### config.mk
export PLATFORM = sky130hd
export DESIGN_NAME = camera_capture
export DESIGN_NICKNAME = d
export VERILOG_FILES = /design/src/rtl/camera_capture.sv
export SDC_FILE = /design/constraint.sdc
export NUM_CORES = 1
export LEC_CHECK = 0
export ABC_AREA = 1
export BUFFER_PORTS_ARGS = -buffer_cell sky130_fd_sc_hd__buf_4
export CAP_MARGIN = 5
export CORE_ASPECT_RATIO = 1.75
export CORE_MARGIN = 1
export CORE_UTILIZATION = 60
export CTS_CLUSTER_SIZE = 40
export DETAILED_ROUTE_END_ITERATION = 10
export GPL_TIMING_DRIVEN = 0
export PLACE_DENSITY = 0.93
export SYNTH_ARGS = -nofsm -noshare
export SYNTH_HDL_FRONTEND = slang
export SYNTH_SLANG_ARGS = --single-unit
### constraint.sdc
create_clock -name pixel_clock_in -period 2.4 [get_ports pixel_clock_in]
set_input_delay 0.36 -clock pixel_clock_in [delete_from_list [all_inputs] [get_ports pixel_clock_in]]
set_output_delay 0.36 -clock pixel_clock_in [all_outputs]
set_load 0.05 [all_outputs]
### src/rtl/camera_capture.sv
// Camera parallel-bus front end: assembles RGB565 pixels from byte pairs and
// tracks x/y position plus per-frame geometry. pixel_valid is a one-cycle strobe with no backpressure.
module camera_capture #(
    parameter int FRAME_WIDTH  = 320,
    parameter int FRAME_HEIGHT = 240
) (
    input  logic        pixel_clock_in,
    input  logic        reset_n,
    input  logic        vsync_in,
    input  logic        href_in,
    input  logic [7:0]  data_in,
    output logic [9:0]  frame_x_count,
    output logic [8:0]  frame_y_count,
    output logic [15:0] pixel_data,
    output logic        pixel_valid,
    output logic        frame_done,
    output logic        frame_ok,
    output logic [1:0]  state_dbg
);

    typedef enum logic [1:0] {
        WAIT_SYNC = 2'd0,
        VBLANK    = 2'd1,
        ACTIVE    = 2'd2
    } state_t;

    state_t      state;
    state_t      state_nx;
    logic        href_q;
    logic        phase;
    logic [7:0]  high_byte;
    logic [9:0]  x;
    logic [8:0]  y;
    logic [9:0]  row_cnt;
    logic        err;

    logic        frame_end;
    logic        row_end;
    logic        take_byte;
    logic        in_frame;
    logic [8:0]  y_after;
    logic        err_after;
    logic        ok_now;

    always_ff @(posedge pixel_clock_in or negedge reset_n) begin
        if (!reset_n) begin
            state <= WAIT_SYNC;
        end else begin
            state <= state_nx;
        end
    end

    always_comb begin
        state_nx = state;
        case (state)
            WAIT_SYNC: if (vsync_in)  state_nx = VBLANK;
            VBLANK:    if (!vsync_in) state_nx = ACTIVE;
            ACTIVE:    if (vsync_in)  state_nx = VBLANK;
            default:   state_nx = WAIT_SYNC;
        endcase
    end

    // A row ending on the same edge that vsync rises still counts toward the frame.
    always_comb begin
        frame_end = (state == ACTIVE) && vsync_in;
        row_end   = (state == ACTIVE) && href_q && !href_in;
        take_byte = (state == ACTIVE) && !vsync_in && href_in;
        in_frame  = (x < 10'(FRAME_WIDTH)) && (y < 9'(FRAME_HEIGHT));
        y_after   = y;
        err_after = err;
        if (row_end) begin
            if (y < 9'(FRAME_HEIGHT)) y_after = y + 9'd1;
            if ((row_cnt != 10'(FRAME_WIDTH)) || phase || (y == 9'(FRAME_HEIGHT)))
                err_after = 1'b1;
        end
        ok_now = (y_after == 9'(FRAME_HEIGHT)) && !err_after && !href_in;
    end

    always_ff @(posedge pixel_clock_in or negedge reset_n) begin
        if (!reset_n) begin
            href_q      <= 1'b0;
            phase       <= 1'b0;
            high_byte   <= 8'h00;
            x           <= 10'd0;
            y           <= 9'd0;
            row_cnt     <= 10'd0;
            err         <= 1'b0;
            pixel_data  <= 16'h0000;
            pixel_valid <= 1'b0;
            frame_done  <= 1'b0;
            frame_ok    <= 1'b0;
        end else begin
            pixel_valid <= 1'b0;
            frame_done  <= frame_end;
            frame_ok    <= frame_end && ok_now;
            href_q      <= take_byte;
            if ((state != ACTIVE) || frame_end) begin
                phase   <= 1'b0;
                x       <= 10'd0;
                y       <= 9'd0;
                row_cnt <= 10'd0;
                err     <= 1'b0;
            end else if (row_end) begin
                phase   <= 1'b0;
                x       <= 10'd0;
                y       <= y_after;
                row_cnt <= 10'd0;
                err     <= err_after;
            end else begin
                if (pixel_valid && (x < 10'(FRAME_WIDTH))) x <= x + 10'd1;
                if (take_byte) begin
                    if (!phase) begin
                        high_byte <= data_in;
                        phase     <= 1'b1;
                    end else begin
                        phase      <= 1'b0;
                        pixel_data <= {high_byte, data_in};
                        if (in_frame) pixel_valid <= 1'b1;
                        else          err         <= 1'b1;
                        // Saturate one past the width so over-long rows stay distinguishable.
                        if (row_cnt <= 10'(FRAME_WIDTH)) row_cnt <= row_cnt + 10'd1;
                    end
                end
            end
        end
    end

    assign frame_x_count = x;
    assign frame_y_count = y;
    assign state_dbg     = state;

endmodule

==> metrics.md <==
| Metric | Value |
|---|---|
| Status | `complete, no violations` |
| Die area | `about 5300 um^2` |
| Layout area overhead | `21.8%` |
| CP max FO | `9` |
| Total track usage | `30.1%` |
| CP delay by family, top | `simple AND/OR/NAND/NOR gates` |
| Ys Warns | `0` |
| Aggregate global routing overflow | `0` |
| Pre-antenna DRT Iters | `5` |
| FFs w/ async S/R, synth | `100%` |
| Final Util | `77.3%` |
| Fin crit share | `71.3%` |
| Wire length per cell | `15.6 um` |
| Crit path top cell by count | `nand2_1` |
| Crit-path max cell delay | `between 0.4 and 0.5 ns` |
| Worst setup EP type | `flip-flop` |
| Core ar. | `4750 um^2` |
| Post-synth design cell area | `3010 um^2` |
| ANT nets after route | `0` |
| Tightest Pin Transition | `around 0.76 ns` |
| Fraction of the yosys area taken by sequential cells | `50.7%` |
| Clock Power Share | `42.3%` |
| Power Density | `627 nW/um^2` |
| Fmax | `584 MHz` |
| Buffers & Inverters on Critical Path | `0` |
| Layout Nets | `430` |
| R2R cell count | `9` |
| Rel. slew slack | `between 40% and 50%` |
| Share of cells above drive strength 1 | `25.1%` |
| Syn Inst Count | `351` |
| Initial antenna violation count | `0` |
| Root buf cell | `clkbuf_8` |
| Post-DP HPWL | `4.65 mm` |
| CTS HTree Levels | `3` |
| Internal | `1660 uW` |
| Slew Limit Fails | `0` |
| RSZ-0062 raised after global routing | `no` |
| RePlAce Congestion | `0.843` |
| Die Y | `95.7 um` |
| Crit path launch type | `flip-flop` |
| Final Setup Violations | `0` |
| Synth Register Bits | `around 60` |
| Part of the power in registers | `48.8%` |
| Worst path arrival time | `2.00 ns` |
| Initial core utilization | `63.5%` |
| Number of synthesized flops with an enable pin | `0` |
| Unique masters post-synth | `33` |
| Commonest register cell after synthesis | `dfrtp_1` |
| Ports | `52` |
| Commonest non-fill, non-tap cell in the layout | `nand2_1` |
| Gate power share | `8.8%` |
| Leakage | `0.00188 uW` |
| Later-pin clock latency in the skew report | `around 0.36 ns` |
| First-pass GRT wire length | `12.0 mm` |
| Clk slew on worst S/H paths | `0.08 ns` |
| Critical path class | `flip-flop to flip-flop` |
| Critical-path cell list | `nand2_1 -> nor2_2 -> nor2_4 -> nand2_1 -> o21bai_1 -> nand2_1 -> nor2_1 -> nand2_1 -> nor2_1` |
| # DRC | `0` |
| Postcts setup bufs | `0` |
| Crit path from | `frame_y_count[4]` |
| Most frequent cells in the layout | `76 x nand2_1, 61 x dfrtp_1, 51 x buf_4, 48 x inv_1, 32 x nor2_1` |
| Min cycle time layout | `1.71 ns` |
| FILL cells | `just over 300` |
| Crit path depth | `9` |
| N_diodes | `0` |
| Clock Path Buffers | `2` |
| Largest net degree at the start of global routing | `a little over 60` |
| Worst Skew | `0.00813 ns` |
| Final wirelength | `7.34 mm` |
| Port bufs | `51` |
| R2r setup slk | `0.69 ns` |
| TNS Setup | `0 ns` |
| Worst min-delay path class | `input pin to asynchronous set/reset pin` |
| Vias per cell | `around 5.7` |
| Worst reg2reg startpoint | `frame_y_count[4]` |
| Post_cts resized | `0` |
| Crit Reg-Reg Endpoint | `frame_ok` |
| Setup crit end | `frame_ok` |
| Syn_area_per_cell | `8.58 um^2` |
| Clock buffer count from CTS | `9` |
| Fraction of power spent switching nets | `27.8%` |
| # rows | `33` |
| Net switching power | `639 uW` |
| Critical-path top delay cell | `dfrtp_1` |
| Crit path required time | `2.69 ns` |
| TritonCTS clock tree | `yes` |
| Via Count | `approximately 2700` |
| Number of global-route vias before repair | `between 2000 and 3000` |
| Die W | `55.6 um` |
| Max_cap viols | `0` |
| Post-synth net total | `368` |
| Post-CTS Hold Buffers | `0` |
| First DRT Iteration DRCs | `about 120` |
| Max VDD drop | `620 uV` |
| Fin. Hold Viols | `0` |
| Clock sink count | `approximately 60` |
power by group through the flow:
stage / Clock [uW] / Combinational (uW) / Sequential, uW
floorplan: 0 / 79.8 / 1170
global placement: 0 / 190 / 1130
detailed placement: 0 / 197 / 1140
CTS: 971 / 203 / 1120
global route: 1020 / 221 / 1130
finish: 974 / 203 / 1120
layer usage:
metal | GRT usage, % | routed length, um | vias to the layer above
met2 | 54.6 | 4050 | 102
met4 | 22.1 | 316 | 0
met1 | 31.0 | 2680 | 1293
met5 | 0 | 0 | -
met3 | 4.97 | 295 | 32
li1 | - | - | 1245
logic make-up (layout without fill, tap and decap cells):
| logic type | count (synthesis) | in the layout | share of synthesized area (%) |
|---|---|---|---|
| AOI/OAI and AO/OA | 55 | 55 | 9.80 |
| and+or+nand+nor | 161 | 161 | 25.5 |
| xor gates and xnor gates | 2 | 2 | 0.582 |
| adders and majority gates | 5 | 5 | 2.08 |
| muxes | 8 | 8 | 3.36 |
| buffers and inverters | 59 | 126 | 7.97 |
| DFF | 61 | 61 | 50.7 |
final cells by class:
class	count	area (um^2)	share of cell area (%)
sequential	61	1530	41.6
multi-input combinational	231	1250	34.0
timing repair buffer	51	383	10.4
inverter	52	195	5.32
clock buffer	10	138	3.75
clock inverter	6	70.1	1.91
tap	52	65.1	1.77
buffer	7	45.0	1.23
through the flow:
step / hold WS [ns] / area [um^2] / cells / power, uW / setup WS, ns
floorplan: 0.0644 / 3010 / 351 / 1250 / 0.668
global placement: 0.462 / 3460 / 454 / 1320 / 0.764
detailed placement: 0.475 / 3460 / 454 / 1330 / 0.667
CTS: 0.0947 / 3670 / 470 / 2300 / 0.721
global route: 0.125 / 3670 / 470 / 2360 / 0.563
finish: 0.0625 / 3670 / 470 / 2300 / 0.689
worst register-to-register path, delay by kind of cell (launching register included):
family,cells,cell delay (ns)
simple gates,8,1.04
flops,1,0.44
compound gates,1,0.16
how the worst min path moves through the flow:
stage	from	to	slack, ns
after global routing	reset_n	frame_x_count[3]	0.13
final	reset_n	frame_x_count[3]	0.06
after detailed placement	reset_n	frame_x_count[3]	0.47
after floorplan	reset_n	err	0.06
after CTS	reset_n	frame_x_count[3]	0.09
after global placement	high_byte[5]	high_byte[5]	0.46
state kept, by name (all words and copies together), names as in the netlist:
name and cells:
pixel_data 16, frame_x_count 10, frame_y_count 9, phase 1, pixel_valid 1, href_q 1, high_byte 8, frame_done 1
frame_ok 1, err 1, row_cnt 10, state_dbg 2
synthesized netlist by cell type (all sizes together), types with 3 or more instances:
cell type	n	share of area [%]
nor2	39	6.7
a21oi	17	3.1
nand2	84	12
nand3	19	3.2
ha	5	2.1
dfrtp	61	51
mux2	8	3.4
or2	3	0.62
nor3	7	1.2
inv	52	6.5
nand4	6	1.2
buf	5	1.2
o21ai	36	6.2
Note: power is estimated with default switching activity, not from simulation.
